===== src/rtl/clk_en_gen.sv =====
// Multi-channel fractional clock-enable generator: each channel pulses at mul/div of clk_in
// using a phase accumulator, with run-time ratio updates and a settle/lock indicator.
module clk_en_gen #(
   parameter int CHANNELS    = 2,
   parameter int ACC_W       = 16,
   parameter int LOCK_CYCLES = 16,
   parameter int DEF_MUL     = 1,
   parameter int DEF_DIV     = 1,
   localparam int CH_W       = (CHANNELS > 1) ? $clog2(CHANNELS) : 1
) (
   input  logic                clk_in,
   input  logic                areset,
   input  logic                cfg_valid,
   output logic                cfg_ready,
   input  logic [CH_W-1:0]     cfg_ch,
   input  logic [ACC_W-1:0]    cfg_mul,
   input  logic [ACC_W-1:0]    cfg_div,
   output logic                cfg_err,
   output logic [CHANNELS-1:0] ce_out,
   output logic                locked
);

   // state   | meaning
   // SETTLE  | counting undisturbed cycles toward lock
   // LOCKED  | all channels settled, locked=1
   // APPLY   | one cycle: pending ratio is written into its channel
   typedef enum logic [1:0] {SETTLE, LOCKED, APPLY} state_t;

   localparam int CNT_W = $clog2(LOCK_CYCLES) + 1;

   state_t              state;
   logic [CNT_W-1:0]    lock_cnt;
   logic [CH_W-1:0]     pend_ch;
   logic [ACC_W-1:0]    pend_mul;
   logic [ACC_W-1:0]    pend_div;

   logic [ACC_W-1:0]    mul_r  [CHANNELS];
   logic [ACC_W-1:0]    div_r  [CHANNELS];
   logic [ACC_W-1:0]    acc_r  [CHANNELS];
   logic [ACC_W:0]      sum    [CHANNELS];
   logic [ACC_W-1:0]    acc_nx [CHANNELS];
   logic [CHANNELS-1:0] hit;

   logic cfg_bad, cfg_take, accept, reject;

   always_comb begin
      cfg_bad  = (cfg_div == '0) || (cfg_mul > cfg_div) || (32'(cfg_ch) >= CHANNELS);
      cfg_take = cfg_valid && cfg_ready;
      accept   = cfg_take && !cfg_bad;
      reject   = cfg_take && cfg_bad;
   end

   // acc < div always holds, so sum fits in ACC_W+1 bits and the remainder fits in ACC_W
   always_comb begin
      hit = '0;
      for (int i = 0; i < CHANNELS; i++) begin
         sum[i]    = {1'b0, acc_r[i]} + {1'b0, mul_r[i]};
         hit[i]    = (sum[i] >= {1'b0, div_r[i]});
         acc_nx[i] = hit[i] ? ACC_W'(sum[i] - {1'b0, div_r[i]}) : sum[i][ACC_W-1:0];
      end
   end

   always_ff @(posedge clk_in or posedge areset) begin
      if (areset) begin
         ce_out <= '0;
         for (int i = 0; i < CHANNELS; i++) begin
            mul_r[i] <= ACC_W'(DEF_MUL);
            div_r[i] <= ACC_W'(DEF_DIV);
            acc_r[i] <= '0;
         end
      end else begin
         for (int i = 0; i < CHANNELS; i++) begin
            if (state == APPLY && pend_ch == CH_W'(i)) begin
               mul_r[i]  <= pend_mul;
               div_r[i]  <= pend_div;
               acc_r[i]  <= '0;
               ce_out[i] <= 1'b0;
            end else begin
               acc_r[i]  <= acc_nx[i];
               ce_out[i] <= hit[i];
            end
         end
      end
   end

   always_ff @(posedge clk_in or posedge areset) begin
      if (areset) begin
         state     <= SETTLE;
         lock_cnt  <= '0;
         locked    <= 1'b0;
         cfg_ready <= 1'b0;
         cfg_err   <= 1'b0;
         pend_ch   <= '0;
         pend_mul  <= '0;
         pend_div  <= '0;
      end else begin
         cfg_err <= reject;
         if (accept) begin
            state     <= APPLY;
            locked    <= 1'b0;
            cfg_ready <= 1'b0;
            pend_ch   <= cfg_ch;
            pend_mul  <= cfg_mul;
            pend_div  <= cfg_div;
         end else begin
            case (state)
               SETTLE: begin
                  cfg_ready <= 1'b1;
                  if (lock_cnt == CNT_W'(LOCK_CYCLES - 1)) begin
                     state  <= LOCKED;
                     locked <= 1'b1;
                  end else begin
                     lock_cnt <= lock_cnt + 1'b1;
                  end
               end
               LOCKED: begin
                  cfg_ready <= 1'b1;
                  locked    <= 1'b1;
               end
               APPLY: begin
                  state     <= SETTLE;
                  lock_cnt  <= '0;
                  cfg_ready <= 1'b1;
                  locked    <= 1'b0;
               end
               default: begin
                  state    <= SETTLE;
                  lock_cnt <= '0;
                  locked   <= 1'b0;
               end
            endcase
         end
      end
   end

endmodule


===== config.mk =====
export PLATFORM = sky130hd
export DESIGN_NAME = clk_en_gen
export DESIGN_NICKNAME = d
export VERILOG_FILES = /design/src/rtl/clk_en_gen.sv
export SDC_FILE = /design/constraint.sdc
export NUM_CORES = 1
export LEC_CHECK = 0
export BUFFER_PORTS_ARGS = -buffer_cell sky130_fd_sc_hd__buf_2
export CAP_MARGIN = 25
export CORE_MARGIN = 1.5
export CORE_UTILIZATION = 55
export CTS_CLUSTER_DIAMETER = 40
export DETAILED_ROUTE_END_ITERATION = 16
export GPL_TIMING_DRIVEN = 0
export MAX_ROUTING_LAYER = met4
export PLACE_DENSITY = 0.72
export SETUP_SLACK_MARGIN = 0.02
export SYNTH_ARGS = -nofsm -noshare
export SYNTH_HDL_FRONTEND = slang
export SYNTH_SLANG_ARGS = --single-unit

===== constraint.sdc =====
create_clock -name clk_in -period 10.85 [get_ports clk_in]
set_clock_uncertainty 0.1 [all_clocks]
set_input_delay 0 -clock clk_in [delete_from_list [all_inputs] [get_ports clk_in]]
set_output_delay 0 -clock clk_in [all_outputs]
set_load 0.05 [all_outputs]

# Word level (Yosys, flattened, before mapping)
# Index checks and enable logic that the tools add are counted.
word_totals:
  regBits: 141
  inputBits: 36
  elab_cells: 61
op_classes:
  addsub: 5
  n_lt_le_gt_ge: 3
  n_eq_ne: 6
  n_mux: 16
  bitwise_logic: 3
  n_reduce_logical: 13
ops:
  columns: ["op", "count"]
  rows:
  - ["$mux W16", 4]
  - ["$add A16 B16 Y17", 2]
  - ["$ge A17 B16 Y1", 2]
  - ["$sub A16 B16 Y16", 2]
  - ["$gt A16 B16 Y1", 1]
  - ["$logic_not A16 Y1", 1]
  - ["$pmux W5 S2", 1]
  - ["$mux W1", 6]
  - ["$add A5 B1 Y5 const B", 1]
  - ["$eq A5 B4 Y1 const B", 1]
  - ["$logic_and A1 B1 Y1", 5]
  - ["$mux W5", 1]
  - ["$mux W2", 2]
  - ["$ne A2 B2 Y1 const B", 2]
  - ["$pmux W2 S2", 1]
  - ["$ne A3 B3 Y1 const B", 1]
  - ["$not A1 Y1", 3]
  - ["$reduce_and A3 Y1", 1]
  - ["$reduce_or A3 Y1", 1]
  - ["$eq A2 B1 Y1 const B", 1]
  - ["$eq A2 B2 Y1 const B", 1]
  - ["$logic_not A2 Y1", 1]
  - ["$pmux W1 S2", 1]
  - ["$reduce_and A2 Y1", 1]
  - ["3 further kinds", 3]

# Longest topological paths before layout
depth:
  ltp_word: 6
  mapped_depth: 18

# Worst setup path after synthesis
# No wires, ideal clock.
synth_timing:
  kind: "reg-to-reg"
  start: "register mul_r[2] (netlist name)"
  end: "register acc_r[13] (netlist name)"
  arrival_time_ns: 3.944
  slack_ns: 6.680
  path_stages_with_launch: 15
  cell_sequence: "dfrtp_1 -> ha_1 -> and3_1 -> a2111oi_2 -> o21ai_0 -> a21oi_1 -> xnor2_1 -> ha_1 -> and3_1 -> a22o_4 -> o31a_1 -> or4_4 -> o211a_4 -> buf_6 -> o311a_1"
synth_via:
  elab_chain_len: 4
  word_cells_on_any_way: 5
  classes_between: "add/sub (2); order compare (1); mux (2)"
synth_lines:
  columns: ["element", "line_no", "rtl"]
  rows:
  - ["start, declared", "37", "logic [ACC_W-1:0] mul_r [CHANNELS];"]
  - ["start signal, assigned by index", "67", "mul_r[i] <= ACC_W'(DEF_MUL);"]
  - ["start signal, assigned by index", "74", "mul_r[i] <= pend_mul;"]
  - ["$add A16 B16 Y17 *", "57", "sum[i] = {1'b0, acc_r[i]} + {1'b0, mul_r[i]};"]
  - ["$sub A16 B16 Y16 / $ge A17 B16 Y1 (equally long branches)", "59, 58", null]
  - ["$mux W16 *", "59", "acc_nx[i] = hit[i] ? ACC_W'(sum[i] - {1'b0, div_r[i]}) : sum[i][ACC_W-1:0];"]
  - ["$mux W16 *", "73", "if (state == APPLY && pend_ch == CH_W'(i)) begin"]
  - ["end signal, assigned by index", "79", "acc_r[i] <= acc_nx[i];"]
  - ["end, declared", "39", "logic [ACC_W-1:0] acc_r [CHANNELS];"]
# Mark *: on every way between the ends. The rest lies on a longest branch, timed or not.
# A chain may end at the register's enable or synchronous reset.

# Worst setup path in the final report
layout_timing:
  start: "register mul_r[2] (netlist name)"
  end: "register acc_r[14] (netlist name)"
# The elaborated chain is that of the path after synthesis.

==> impl_metrics.ini <==
[placement]
place.gp.congestion = 0.948
dp_hpwl_mm = 17.7
io_buffer_count = 40
place_area_um2 = 9610

[global_route]
grt_pass1_wl_mm = 38.8
grt_usage = 0.295
grt_start_max_net_pins = 76
grt_pass1_vias = 7385
antenna_found_initial = 0
grt.overflow.total = 0

[floorplan]
io_pins = 41
die_h_um = 132
core_area_um2 = 16000
start_util = 0.569
fp-row-count = 46
die_area_um2 = 17300
die_w_um = 132

[clock_network]
clock_latency_ps = 430
cts_made_buffers = 17
post_cts_resized = 0
clk_pin_slew_ps = 60
cts_htree_levels = 4
clockRootBuffer = clkbuf_16
cts_tree = done
cts_sinks = 141
cts_buffer_depth = 2

[sta]
drv_slew = 0
worst_pin_slew_ps = 999
holdWs_ps = 152
relSlewSlack = 0.317
period_share = 0.488
fin_tns_setup_ps = 0
finalCriticalPeriod_ps = 5300
hold_viol_final = 0
grt_setup_unrepaired = false
setup_viol = 0
fmax_mhz = 189

[worst_setup_path]
crit_path_max_incr_delay_ps = 830
cp.arrival_ps = 5500
required_ps = 11050
path_class = reg2reg
start_kind = register
path_buf_inv = 1
r2r-start = mul_r[2]$_DFFE_PP0P_
crit_family = compound AO/OA/AOI/OAI gates
worstPathMaxFanout = 10
crit_chain = ha_1 -> and3_1 -> a2111oi_2 -> o211ai_1 -> a2111oi_0 -> nor3_1 -> xnor2_1 -> ha_1 -> nand4_1 -> nor4_1 -> or3_1 -> a311oi_1 -> buf_2 -> nand4_1 -> o21ai_0
cp-end-kind = register
worst_path_max_delay_cell = a311oi_1
crit_start = mul_r[2]$_DFFE_PP0P_

[synthesis]
avgSynthCellArea_um2 = 9.10
ys_seq_area_frac = 0.388
yosys_register_bits = 141
syn-num-nets = 1122
synth_edf_count = 0
synth_cell_types = 73
yosys_warnings = 0
syn-cell-area_um2 = 9100
syn_inst = 1000
async_flop_share = 1.00
synth_flop_cell = dfrtp_1

[finish]
area_delta_synth_final_pct = 16.8
drive_gt1_frac = 0.124
n_antenna_cell = 0
design.final.nets = 1218
final_area_um2 = 10600
mostFrequentLayoutCells = 160 x nand2_1, 137 x dfrtp_1, 82 x ha_1, 80 x inv_1, 74 x o21ai_0
layout_commonest_cell = nand2_1

[route]
dr.pass1.iters = 5
routedWlPerCell_um = 18.0
drtIter0Drc = 524
num_vias = 7712
drt-total-wl_mm = 23.8
vias_per_cell = 5.82
postRouteAntennaNets = 0
drc = 0

[outcome]
status = finished clean

[worst_hold_path]
hp-class = in2async

[flow_run]
cap_violations = 0
==> per-layer routing <==
layer  GRT usage  vias to the layer above  share of wire
met5           -                        -              0
met4      0.0846                        0          0.024
met3      0.0602                       37          0.067
met2       0.427                      237           0.44
met1       0.419                     3680           0.47
li1            -                     3758              -
==> worst register-to-register path, delay by kind of cell, from the launching register on <==
kind                     cells  cell delay (ps)
AND/OR/NAND/NOR              6             1000
flip-flops                   1              400
buffers and inverters        1              390
AO/OA/AOI/OAI                5             2330
XOR/XNOR                     1              240
adder cells (fa/ha/maj)      2              720
==> synthesized netlist by cell type (10+ instances only) <==
cell type    n  area [um^2]
nand2_1    160          601
dfrtp_1    137         3430
ha_1        82         1030
inv_1       81          304
o21ai_0     74          370
a21oi_1     50          250
nor2_1      44          165
mux2_2      32          360
xnor2_1     29          254
nand3_1     23          115
a21o_1      21          158
clkbuf_1    20         75.1
nor3_1      19         95.1
o21a_1      19          143
nand4_1     17          106
nor2b_1     12         75.1
o211ai_1    12         90.1
mux2i_1     11          110
nor4_1      10         62.6
xor2_1      10         87.6
==> sequential cells by signal, indices dropped and copies added (netlist names) <==
signal / cells
state: 2
cfg_err: 1
locked: 1
mul_r: 32
lock_cnt: 5
ce_out: 2
cfg_ready: 1
pend_div: 16
div_r: 32
acc_r: 32
pend_mul: 16
pend_ch: 1
==> stage by stage <==
stage | std cells | utilization | worst slack (ps)
6_report | 1325 | 0.665 | 5550
5_1_grt | 1325 | 0.665 | 5290
4_1_cts | 1325 | 0.665 | 5660
3_5_place_dp | 1258 | 0.601 | 5710
3_3_place_gp | 1256 | 0.598 | 5220
2_1_floorplan | 1000 | - | 6680
==> layout make-up <==
| type | instances | area [um^2] |
|---|---|---|
| clock inverter | 11 | 213 |
| timing repair buffer | 77 | 583 |
| multi-input combinational | 746 | 5110 |
| sequential | 141 | 3530 |
| tap | 216 | 270 |
| fill | 1347 | 5370 |
| buffer | 31 | 148 |
| clock buffer | 21 | 460 |
| inverter | 82 | 313 |
==> cell families (layout without fill, tap and decap cells) <==
family / Yosys count / count (layout) / share of synthesized area
AND/OR/NAND/NOR: 324 / 324 / 0.163
buffers and inverters: 113 / 222 / 0.0500
adder cells (fa/ha/maj): 86 / 86 / 0.122
AO/OA/AOI/OAI: 253 / 253 / 0.187
XOR/XNOR: 39 / 39 / 0.0375
flip-flops: 141 / 141 / 0.388
multiplexers: 44 / 44 / 0.0529
==> timing repair <==
item,CTS,global route
setup buffers,0,0
hold buffers,35,0
hold endpoints to repair,106,0
==> worst paths after layout <==
kind	to	slack [ps]	cells past startpoint
max	acc_r[14]$_DFF_PP0_	5550	15
min	mul_r[28]$_DFFE_PP0P_	150	3
max reg2reg	acc_r[14]$_DFF_PP0_	5550	15
min reg2reg	div_r[0]$_DFFE_PP1P_	370	2
max in group asynchronous	div_r[16]$_DFFE_PP1P_	9710	4
min in group clk_in	pend_ch$_DFFE_PP0P_	250	3
Power is not shown: default switching activity piles up to over one toggle a cycle in this logic, so the estimate is an artifact.
